[src/rtl/qam_iq_mod_mul.sv]
// Square-QAM I/Q mixer: holds one symbol for SPS carrier samples and emits sat(I*cos - Q*sin).
// Optional QAM_GRAY_MAP_EN: Gray-decode each axis index before the level lookup.
module qam_iq_mod_mul #(
  parameter int DATA_W        = 8,
  parameter int COEF_W        = 8,
  parameter int BITS_PER_AXIS = 2,
  parameter int SPS           = 4
) (
  input  logic                     clk,
  input  logic                     rst_n,
  input  logic                     sym_valid,
  output logic                     sym_ready,
  input  logic [BITS_PER_AXIS-1:0] sym_i,
  input  logic [BITS_PER_AXIS-1:0] sym_q,
  input  logic                     car_valid,
  input  logic signed [DATA_W-1:0] car_cos,
  input  logic signed [DATA_W-1:0] car_sin,
  output logic signed [DATA_W-1:0] out,
  output logic                     out_valid,
  output logic                     underrun,
  output logic                     busy
);

  localparam int B     = BITS_PER_AXIS;
  localparam int L     = 1 << B;
  localparam int CNT_W = (SPS > 1) ? $clog2(SPS) : 1;
  localparam int PW    = DATA_W + COEF_W;
  localparam logic signed [PW-1:0] SMAX = PW'((longint'(1) << (DATA_W - 1)) - 1);
  localparam logic signed [PW-1:0] SMIN = -SMAX - PW'(1);

  typedef logic signed [COEF_W-1:0] coef_t;

  // Symmetric level (2k-(L-1))/(2(L-1)) in COEF_W fixed point, rounded half away from zero.
  function automatic coef_t calcCoef(input int k);
    longint num, den, mag, q;
    num = longint'(2 * k - (L - 1)) * (longint'(1) << (COEF_W - 1));
    den = longint'(2 * (L - 1));
    mag = (num < 0) ? -num : num;
    q   = (2 * mag + den) / (2 * den);
    return coef_t'((num < 0) ? -q : q);
  endfunction

  function automatic logic [B-1:0] toLevel(input logic [B-1:0] idx);
`ifdef QAM_GRAY_MAP_EN
    logic [B-1:0] k;
    k[B-1] = idx[B-1];
    for (int b = B - 2; b >= 0; b--) k[b] = k[b+1] ^ idx[b];
    return k;
`else
    return idx;
`endif
  endfunction

  coef_t coefTab [L];
  for (genvar g = 0; g < L; g++) begin : g_tab
    assign coefTab[g] = calcCoef(g);
  end

  logic             loaded_q, loaded_d;
  logic [B-1:0]     symI_q, symI_d, symQ_q, symQ_d;
  logic [CNT_W-1:0] cnt_q, cnt_d;
  logic             v1_q, und1_q, v2_q, und2_q;
  coef_t            coefI1_q, coefQ1_q;
  logic signed [DATA_W-1:0] cos1_q, sin1_q, out_q;

  logic  cntLast, accept;
  coef_t coefI, coefQ;

  assign cntLast   = (cnt_q == CNT_W'(SPS - 1));
  assign sym_ready = rst_n & (!loaded_q | (car_valid & cntLast));
  assign accept    = sym_valid & sym_ready;
  assign coefI     = loaded_q ? coefTab[toLevel(symI_q)] : '0;
  assign coefQ     = loaded_q ? coefTab[toLevel(symQ_q)] : '0;

  // A boundary accept overrides the wrap-clear so the next symbol follows with no gap.
  always_comb begin
    loaded_d = loaded_q;
    symI_d   = symI_q;
    symQ_d   = symQ_q;
    cnt_d    = cnt_q;
    if (car_valid && loaded_q) begin
      if (cntLast) begin
        cnt_d    = '0;
        loaded_d = 1'b0;
      end else begin
        cnt_d = cnt_q + CNT_W'(1);
      end
    end
    if (accept) begin
      loaded_d = 1'b1;
      cnt_d    = '0;
      symI_d   = sym_i;
      symQ_d   = sym_q;
    end
  end

  logic signed [PW-1:0]     prodI, prodQ, sumWide;
  logic signed [DATA_W-1:0] satSum;

  assign prodI   = cos1_q * coefI1_q;
  assign prodQ   = sin1_q * coefQ1_q;
  assign sumWide = (prodI >>> (COEF_W - 1)) - (prodQ >>> (COEF_W - 1));

  always_comb begin
    satSum = sumWide[DATA_W-1:0];
    if (sumWide > SMAX)      satSum = SMAX[DATA_W-1:0];
    else if (sumWide < SMIN) satSum = SMIN[DATA_W-1:0];
  end

  always_ff @(posedge clk) begin
    if (!rst_n) begin
      loaded_q <= 1'b0;
      symI_q   <= '0;
      symQ_q   <= '0;
      cnt_q    <= '0;
      v1_q     <= 1'b0;
      und1_q   <= 1'b0;
      coefI1_q <= '0;
      coefQ1_q <= '0;
      cos1_q   <= '0;
      sin1_q   <= '0;
      v2_q     <= 1'b0;
      und2_q   <= 1'b0;
      out_q    <= '0;
    end else begin
      loaded_q <= loaded_d;
      symI_q   <= symI_d;
      symQ_q   <= symQ_d;
      cnt_q    <= cnt_d;
      v1_q     <= car_valid;
      und1_q   <= car_valid & !loaded_q;
      if (car_valid) begin
        coefI1_q <= coefI;
        coefQ1_q <= coefQ;
        cos1_q   <= car_cos;
        sin1_q   <= car_sin;
      end
      v2_q   <= v1_q;
      und2_q <= v1_q & und1_q;
      if (v1_q) out_q <= satSum;
    end
  end

  assign out       = out_q;
  assign out_valid = v2_q;
  assign underrun  = und2_q;
  assign busy      = loaded_q | v1_q | v2_q;

endmodule

[config.mk]
export PLATFORM = sky130hd
export DESIGN_NAME = qam_iq_mod_mul
export DESIGN_NICKNAME = d
export VERILOG_FILES = /design/src/rtl/qam_iq_mod_mul.sv
export SDC_FILE = /design/constraint.sdc
export NUM_CORES = 1
export LEC_CHECK = 0
export ABC_AREA = 1
export CAP_MARGIN = 20
export CORE_MARGIN = 3
export CORE_UTILIZATION = 43
export DETAILED_ROUTE_END_ITERATION = 10
export MAX_ROUTING_LAYER = met4
export SKIP_LAST_GASP = 1
export SLEW_MARGIN = 20
export SYNTH_ARGS = -nofsm -noshare
export SYNTH_HDL_FRONTEND = slang
export SYNTH_SLANG_ARGS = --single-unit
[constraint.sdc]
create_clock -name clk -period 12 [get_ports clk]
set_input_delay 2.4 -clock clk [delete_from_list [all_inputs] [get_ports clk]]
set_output_delay 2.4 -clock clk [all_outputs]
set_load 0.02 [all_outputs]
# After elaboration in Yosys (flattened, before gate mapping)
# Index checks and enable logic that the tools add are counted.
word_totals:
  ff_bits: 51
  output_inout_bits: 12
  inputBits: 24
  word_cells: 53
classes:
  muxes: 14
  magnitude_cmp: 4
  multipliers: 2
  n_bitwise: 11
  reduce_logical: 6
  eq_ne: 1
  addsub: 2
ops:
  columns: ["cell", "n"]
  rows:
  - ["two-way mux 8 bit", 8]
  - ["binary-select mux 8 bit (select 2 bit)", 2]
  - ["multiplier 8 x 8 -> 16 bit", 2]
  - ["greater-than comparator 10 x 8 -> 1 bit, second input constant", 1]
  - ["less-than comparator 10 x 8 -> 1 bit, second input constant", 1]
  - ["subtractor 9 x 9 -> 10 bit", 1]
  - [">= comparator 3 bit, second input constant", 2]
  - ["inverter 2 -> 3 bit", 2]
  - ["AND 1 bit", 5]
  - ["nonzero test 2 bit", 2]
  - ["two-way mux 1 bit", 3]
  - ["OR 1 bit", 3]
  - ["adder 2 x 1 -> 2 bit, second input constant", 1]
  - ["== test 2 bit, second input constant", 1]
  - ["two-way mux 2 bit", 1]
  - ["AND reduction 2 bit", 1]
  - ["OR reduction 2 bit", 1]
  - ["logical AND 1 bit", 1]
  - ["logical NOT 1 bit", 1]
  - ["inverter 1 bit", 1]

# Depth between registers and ports, before layout
# Gate-level depths: netlist of run 1.
depth:
  depth_word: 7
  depth_mapped: 33
  depth_no_buf: 32

# Worst setup path after synthesis of run 1
# OpenSTA, ideal clock, no wires.
synth_path:
  path_kind: "input port to output port"
  start: "input car_valid"
  end: "output sym_ready"
  n_path_buf: 1
  t_arrival_ns: 3.064
  cell_stages: 3
  setup_slack_ns: 6.536
  required_time_ns: 9.600
  path_cell_list: "buf_2 -> a21oi_1 -> nor2_1"
synth_between:
  elab_chain_len: 3
synth_lines:
  columns: ["element", "line", "rtl"]
  rows:
  - ["start: declaration", "15", "input logic car_valid,"]
  - ["AND 1 bit", "70", "assign sym_ready = rst_n & (!loaded_q | (car_valid & cntLast));"]
  - ["OR 1 bit", "70", null]
  - ["AND 1 bit", "70", null]
  - ["end: declaration", "12", "output logic sym_ready,"]
# No other way between the ends.

# Worst setup path in the final report of run 1
layout_path:
  start: "input rst_n"
  end: "output sym_ready"
layout_between:
  elab_chain_len: 1
layout_lines:
  columns: ["element", "line", "rtl"]
  rows:
  - ["start: declaration", "10", "input logic rst_n,"]
  - ["AND 1 bit", "70", null]
# No other way between the ends.

==> flow_metrics.py, run 1 <==
metrics = {
    "synthesis": {
        "synth_seq_cells": 45,
        "synth_cell_types": 29,
        "syn_avg_cell_area_um2": 7.65,
        "synth_area_um2": 6850,
        "syn_nets": 1093,
        "synth-warning-count": 0,
        "syn-instance-count": 896,
        "yosysSeqAreaShare": 0.131,
    },
    "power": {
        "p_comb_frac": 0.405,
        "clockPowerShare": 0.262,
        "switching_share": 0.389,
        "worst_ir_drop_vdd_mv": 0.0850,
        "power-per-cell-area_nw_per_um2": 69.2,
        "power_leakage_nw": 4.28,
        "p_int_uw": 319,
        "sequentialPowerShare": 0.333,
        "p_sw_uw": 203,
    },
    "cts": {
        "cts_tree": "built",
        "h-tree-depth": 2,
        "cts_root_buffer": "clkbuf_16",
        "cts.reportedPaths.clkPinSlew_ns": 0.06,
        "cts_resized": 0,
        "cts_hold_buf": 0,
        "cts_sinks": 45,
        "numCtsBuffers": 5,
        "ctsLongestPathBuffers": 2,
        "clock_latency_ns": 0.28,
        "cts_post_setup_buffers_inserted": 0,
    },
    "flow_run": {
        "drv_cap": 0,
    },
    "final_layout": {
        "multiInputGateArea_um2": 4970,
        "final_cell_mix": "237 x inv_1, 160 x nand2_1, 99 x fa_1, 76 x nor2_1, 74 x ha_1",
        "final_nets": 1118,
        "num-fill-cells": 1541,
        "diodes": 0,
        "final_common_cell": "inv_1",
        "seqCellArea_um2": 901,
        "drive_above_1_share": 0.0325,
        "final_util": 0.490,
        "area_growth_pct": 9.97,
    },
    "hold_path": {
        "hold_class": "reg -> reg",
    },
    "timing": {
        "relSlewSlack": 0.456,
        "fin_crit_sh": 0.602,
        "fmax_mhz": 138,
        "worst_pin_slew_ns": 0.814,
        "skew_ns": 0.00787,
        "finalSetupTns_ns": 0,
        "drv_slew": 0,
        "rsz0062_at_grt": "no",
        "hold_viol": 0,
        "finalCriticalPeriod_ns": 7.23,
        "setup_viol_count_final": 0,
    },
    "detailed_routing": {
        "drt_iter0_drc": 293,
        "vias": 5231,
        "wl_per_cell_um": 12.9,
        "routed_via_density": 4.62,
        "ant_nets": 0,
        "post-route-drc-count": 0,
        "dr.pass1.iters": 7,
        "routed_wl_mm": 14.6,
    },
    "placement": {
        "port_buffers": 35,
        "hpwlAfterDp_mm": 12.7,
        "finalWeightedCongestion": 0.873,
    },
    "die": {
        "initial_core_util": 0.446,
        "die-area_um2": 17500,
        "die_x_um": 132,
        "die_h_um": 132,
        "io_pins": 36,
        "rows": 45,
        "coreArea_um2": 15400,
    },
    "setup_path": {
        "worst_ep_arrival_time_ns": 4.83,
        "worstSetupEndpointType": "output pin",
        "max_stage_delay_ns": 1.00,
        "cp-start-kind": "primary input",
        "cp_common_cell": "clkdlybuf4s50_1",
        "cp.required_ns": 9.60,
        "crit_type": "in -> out",
        "path_cells": "clkdlybuf4s50_1 > inv_1 > nor2_1 > clkdlybuf4s50_1",
        "crit_fanout": 28,
        "cp_slowest_cell": "clkdlybuf4s50_1",
    },
    "grt": {
        "grt_pass1_vias": 5216,
        "grt_max_degree": 29,
        "grt-ovfl-total": 0,
        "antenna_found_initial": 0,
        "grtUsageTotal": 0.175,
        "grt_pass1_wl_mm": 24.9,
    },
    "run_status": {
        "outcome": "finished clean",
    },
}
[area by class of cell]
class	count	share of cell area
inverter	239	0.119
sequential	45	0.120
clock inverter	3	0.00332
timing repair buffer	35	0.0465
multi-input combinational	595	0.660
tap	211	0.0350
clock buffer	5	0.0166
[worst max-delay path, delay by kind of cell]
kind / cells / cell delay (ns)
buffers and inverters: 3 / 2.05
AND/OR/NAND/NOR: 1 / 0.37
[final timing paths]
kind / startpoint / end / slack, ns / depth (start not counted)
min reg2reg: und1_q / underrun / 0.41 / 2
min: und1_q / underrun / 0.41 / 2
max: rst_n / sym_ready / 4.77 / 4
max reg2reg: coefI1_q[5] / out[0] / 6.09 / 27
[sequential cells by signal, summed over array words and instances, names as in the netlist]
name,flops
cos1_q,8
symQ_q,2
sin1_q,8
cnt_q,2
underrun,1
out_valid,1
loaded_q,1
coefQ1_q,5
v1_q,1
und1_q,1
symI_q,2
coefI1_q,5
out,8
[Yosys cell counts]
master / number / area share
xnor2_1: 13 / 0.017
a2bb2oi_1: 4 / 0.0051
nand4_1: 4 / 0.0037
a21oi_1: 42 / 0.031
buf_6: 2 / 0.0033
nor2_1: 76 / 0.042
fa_1: 99 / 0.29
clkinv_1: 1 / 0.00055
o211ai_1: 1 / 0.0011
a21o_1: 2 / 0.0022
dfxtp_1: 45 / 0.13
clkbuf_1: 13 / 0.0071
or2_2: 3 / 0.0027
nand2_4: 2 / 0.0033
xor2_1: 26 / 0.033
buf_2: 2 / 0.0015
nor3_1: 7 / 0.0051
o21bai_1: 10 / 0.011
nand3_1: 22 / 0.016
nor2_2: 1 / 0.00091
a21oi_2: 3 / 0.0038
nand2_2: 11 / 0.010
nand3b_1: 1 / 0.0011
inv_1: 237 / 0.13
o21ai_0: 33 / 0.024
ha_1: 74 / 0.14
nand3_2: 1 / 0.0015
inv_2: 1 / 0.00055
nand2_1: 160 / 0.088
[routing by layer]
metal,routed length [um],global-route usage
met1,7800,0.263
met2,6210,0.265
met3,444,0.0126
met4,165,0.0323
met5,0,-
[stage by stage]
stage                     total power, mW  area (um^2)  worst slack [ns]  std cells  hold WS (ns)
after floorplan                     0.327         6850              6.54        896         0.394
after global placement              0.383         7390              4.80       1125         0.407
after detailed placement            0.386         7390              4.77       1125         0.402
after CTS                           0.525         7540              4.76       1133         0.411
after global routing                0.560         7540              4.53       1133         0.417
final                               0.521         7540              4.77       1133         0.411
[power by group through the flow]
| stage | Sequential [mW] | Combinational, mW | Clock (mW) |
|---|---|---|---|
| 2_1_floorplan | 0.174 | 0.153 | 0 |
| 3_3_place_gp | 0.176 | 0.207 | 0 |
| 3_5_place_dp | 0.176 | 0.209 | 0 |
| 4_1_cts | 0.173 | 0.211 | 0.141 |
| 5_1_grt | 0.175 | 0.241 | 0.144 |
| 6_report | 0.173 | 0.211 | 0.137 |
[cells by family after synthesis]
group,after synthesis,share of synthesized area
AO/OA/AOI/OAI,95,0.0780
XOR/XNOR,39,0.0498
adder cells (fa/ha/maj),173,0.424
buffers and inverters,256,0.143
flip-flops,45,0.131
AND/OR/NAND/NOR,288,0.174
(Power assumes the default switching activity.)
==> run 2, diff against run 1 <==
==> constraint.sdc (replaced) <==
create_clock -name clk -period 6.35 [get_ports clk]
set_input_delay 1.27 -clock clk [delete_from_list [all_inputs] [get_ports clk]]
set_output_delay 1.27 -clock clk [all_outputs]
set_load 0.02 [all_outputs]
==> run 2 against run 1 <==
  * Power increased by 90%
  * Register-to-register slack got worse by 5.5 ns
  * Cell area up 0.25%
  * Sequential cell count did not move
  * First-iteration DRC count down 11%
  * Worst setup slack lost 4.2 ns
  * Die area stayed put
  * Non-clock buffer count up 3
  * Final cell count up 0.18%
  * Clock-buffer cell count rose by 1
  * Worst hold slack improved by 0.027 ns
  * Critical path type is now reg -> reg
  * Highest routed layer unchanged
==> flow_metrics.py, run 2 (same netlist as run 1, synthesis figures left out) <==
metrics = {
    "final_layout": {
        "diodes": 0,
        "seqCellArea_um2": 901,
        "final_nets": 1121,
        "area_growth_pct": 10.2,
        "num-fill-cells": 1526,
        "final_common_cell": "inv_1",
        "final_cell_mix": "237 x inv_1, 160 x nand2_1, 99 x fa_1, 76 x nor2_1, 74 x ha_1",
        "drive_above_1_share": 0.0346,
        "multiInputGateArea_um2": 4970,
    },
    "cts": {
        "cts_resized": 0,
        "cts_post_setup_buffers_inserted": 0,
        "clock_latency_ns": 0.29,
        "ctsLongestPathBuffers": 2,
        "cts.reportedPaths.clkPinSlew_ns": 0.06,
        "cts_sinks": 45,
        "cts_tree": "built",
        "numCtsBuffers": 5,
        "cts_root_buffer": "clkbuf_16",
        "cts_hold_buf": 0,
        "h-tree-depth": 2,
    },
    "timing": {
        "finalCriticalPeriod_ns": 5.75,
        "skew_ns": 0.00398,
        "worst_pin_slew_ns": 0.469,
        "rsz0062_at_grt": "no",
        "finalSetupTns_ns": 0,
        "setup_viol_count_final": 0,
        "fin_crit_sh": 0.905,
        "fmax_mhz": 174,
        "drv_slew": 0,
        "relSlewSlack": 0.687,
        "hold_viol": 0,
        "worst_slack_ns": 0.604,
    },
    "setup_path": {
        "r2r_slack_ns": 0.60,
        "timing.rr.start": "coefQ1_q[7]",
        "worstSetupEndpointType": "register",
        "crit_fanout": 7,
        "worst_ep_arrival_time_ns": 5.92,
        "crit_type": "reg -> reg",
        "rr_worst_depth": 26,
        "cp.required_ns": 6.53,
        "worstReg2RegEnd": "out[1]",
        "cp-start-kind": "register",
    },
    "detailed_routing": {
        "vias": 5321,
        "routed_wl_mm": 14.2,
        "wl_per_cell_um": 12.5,
        "ant_nets": 0,
        "routed_via_density": 4.69,
        "dr.pass1.iters": 5,
        "drt_iter0_drc": 262,
        "post-route-drc-count": 0,
    },
    "hold_path": {
        "whs_path_depth": 2,
        "hold_end": "underrun",
        "hold_start": "und1_q",
        "hold_class": "reg -> reg",
    },
    "flow_run": {
        "drv_cap": 0,
    },
    "die": {
        "initial_core_util": 0.446,
        "rows": 45,
        "die_x_um": 132,
        "die_h_um": 132,
        "io_pins": 36,
        "die-area_um2": 17500,
        "coreArea_um2": 15400,
    },
    "power": {
        "power_leakage_nw": 4.29,
        "power-per-cell-area_nw_per_um2": 131,
        "worst_ir_drop_vdd_mv": 0.156,
    },
    "grt": {
        "grt_pass1_wl_mm": 24.8,
        "antenna_found_initial": 0,
        "grt_max_degree": 29,
        "grt_pass1_vias": 5195,
        "grtUsageTotal": 0.175,
        "grt-ovfl-total": 0,
    },
    "placement": {
        "place_ws_ns": 0.633,
        "port_buffers": 35,
        "hpwlAfterDp_mm": 12.4,
        "finalWeightedCongestion": 0.838,
    },
    "run_status": {
        "outcome": "finished clean",
    },
}
-- run 2: changes by cell type in the layout (fill, tap and decap cells not counted), sizes merged --
cell,before,now
clkbuf,5,6
buf,0,3
clkinv,2,1
inv,239,238
-- run 2: final cells by class --
class	count	area share
Clock buffer	6	0.0184
Sequential cell	45	0.119
Timing Repair Buffer	38	0.0494
Multi-Input combinational cell	595	0.658
Inverter	239	0.119
Tap cell	211	0.0349
Clock inverter	1	0.000994
-- run 2: routing by layer --
layer | share of wire | up-vias | track usage
li1 | - | 2725 | -
met1 | 0.50 | 2489 | 0.259
met2 | 0.45 | 101 | 0.272
met3 | 0.045 | 6 | 0.0145
met4 | 0.0056 | 0 | 0.0225
met5 | 0 | - | -
-- run 2: worst max path at each step --
stage / cells past startpoint / slack, ns / to / start
floorplan: 28 / 1.16 / out[1] / coefQ1_q[7]
global route: 29 / 0.06 / out[1] / coefQ1_q[5]
detailed placement: 26 / 0.63 / out[1] / coefQ1_q[7]
CTS: 28 / 0.60 / out[1] / coefQ1_q[7]
global placement: 26 / 0.74 / out[6] / coefQ1_q[7]
finish: 26 / 0.60 / out[1] / coefQ1_q[7]
-- run 2: power breakdown --
group	total (mW)	switching [mW]	internal (mW)
clock	0.264	0.110	0.154
sequential	0.328	0.0260	0.302
combinational	0.397	0.242	0.155
-- run 2: through the flow --
stage,total power [mW],hold WS [ns],util,cells,cell area (um^2)
after floorplan,0.618,0.394,-,896,6850
after global placement,0.728,0.422,0.482,1128,7410
after detailed placement,0.727,0.418,0.482,1128,7410
after CTS,0.996,0.436,0.491,1135,7550
after global routing,1.06,0.455,0.491,1135,7550
final,0.989,0.438,0.491,1135,7550
-- run 2: critical path, stage by stage, from the launching register on --
cell	delay, ns
dfxtp_1	0.42
inv_1	0.17
or2_2	0.32
fa_1	0.54
inv_1	0.06
fa_1	0.50
fa_1	0.54
inv_1	0.05
fa_1	0.53
inv_1	0.04
ha_1	0.31
nand4_1	0.10
o21ai_0	0.39
nand2_1	0.11
nand2_1	0.09
xor2_1	0.21
ha_1	0.33
nand2_1	0.13
inv_1	0.06
a21oi_2	0.17
nand3_1	0.09
nand2_1	0.07
nand2_2	0.06
nand2_2	0.08
nand2_4	0.07
nor2_1	0.14
nor2_1	0.05
==> run 3, diff against run 2 <==
--- a/config.mk
+++ b/config.mk
@@ -16,3 +16,4 @@
 export SYNTH_ARGS = -nofsm -noshare
 export SYNTH_HDL_FRONTEND = slang
 export SYNTH_SLANG_ARGS = --single-unit
+export TNS_END_PERCENT = 50
==> results of run 3 <==
No change in the layout: final DEF, timing and power equal those of run 2.
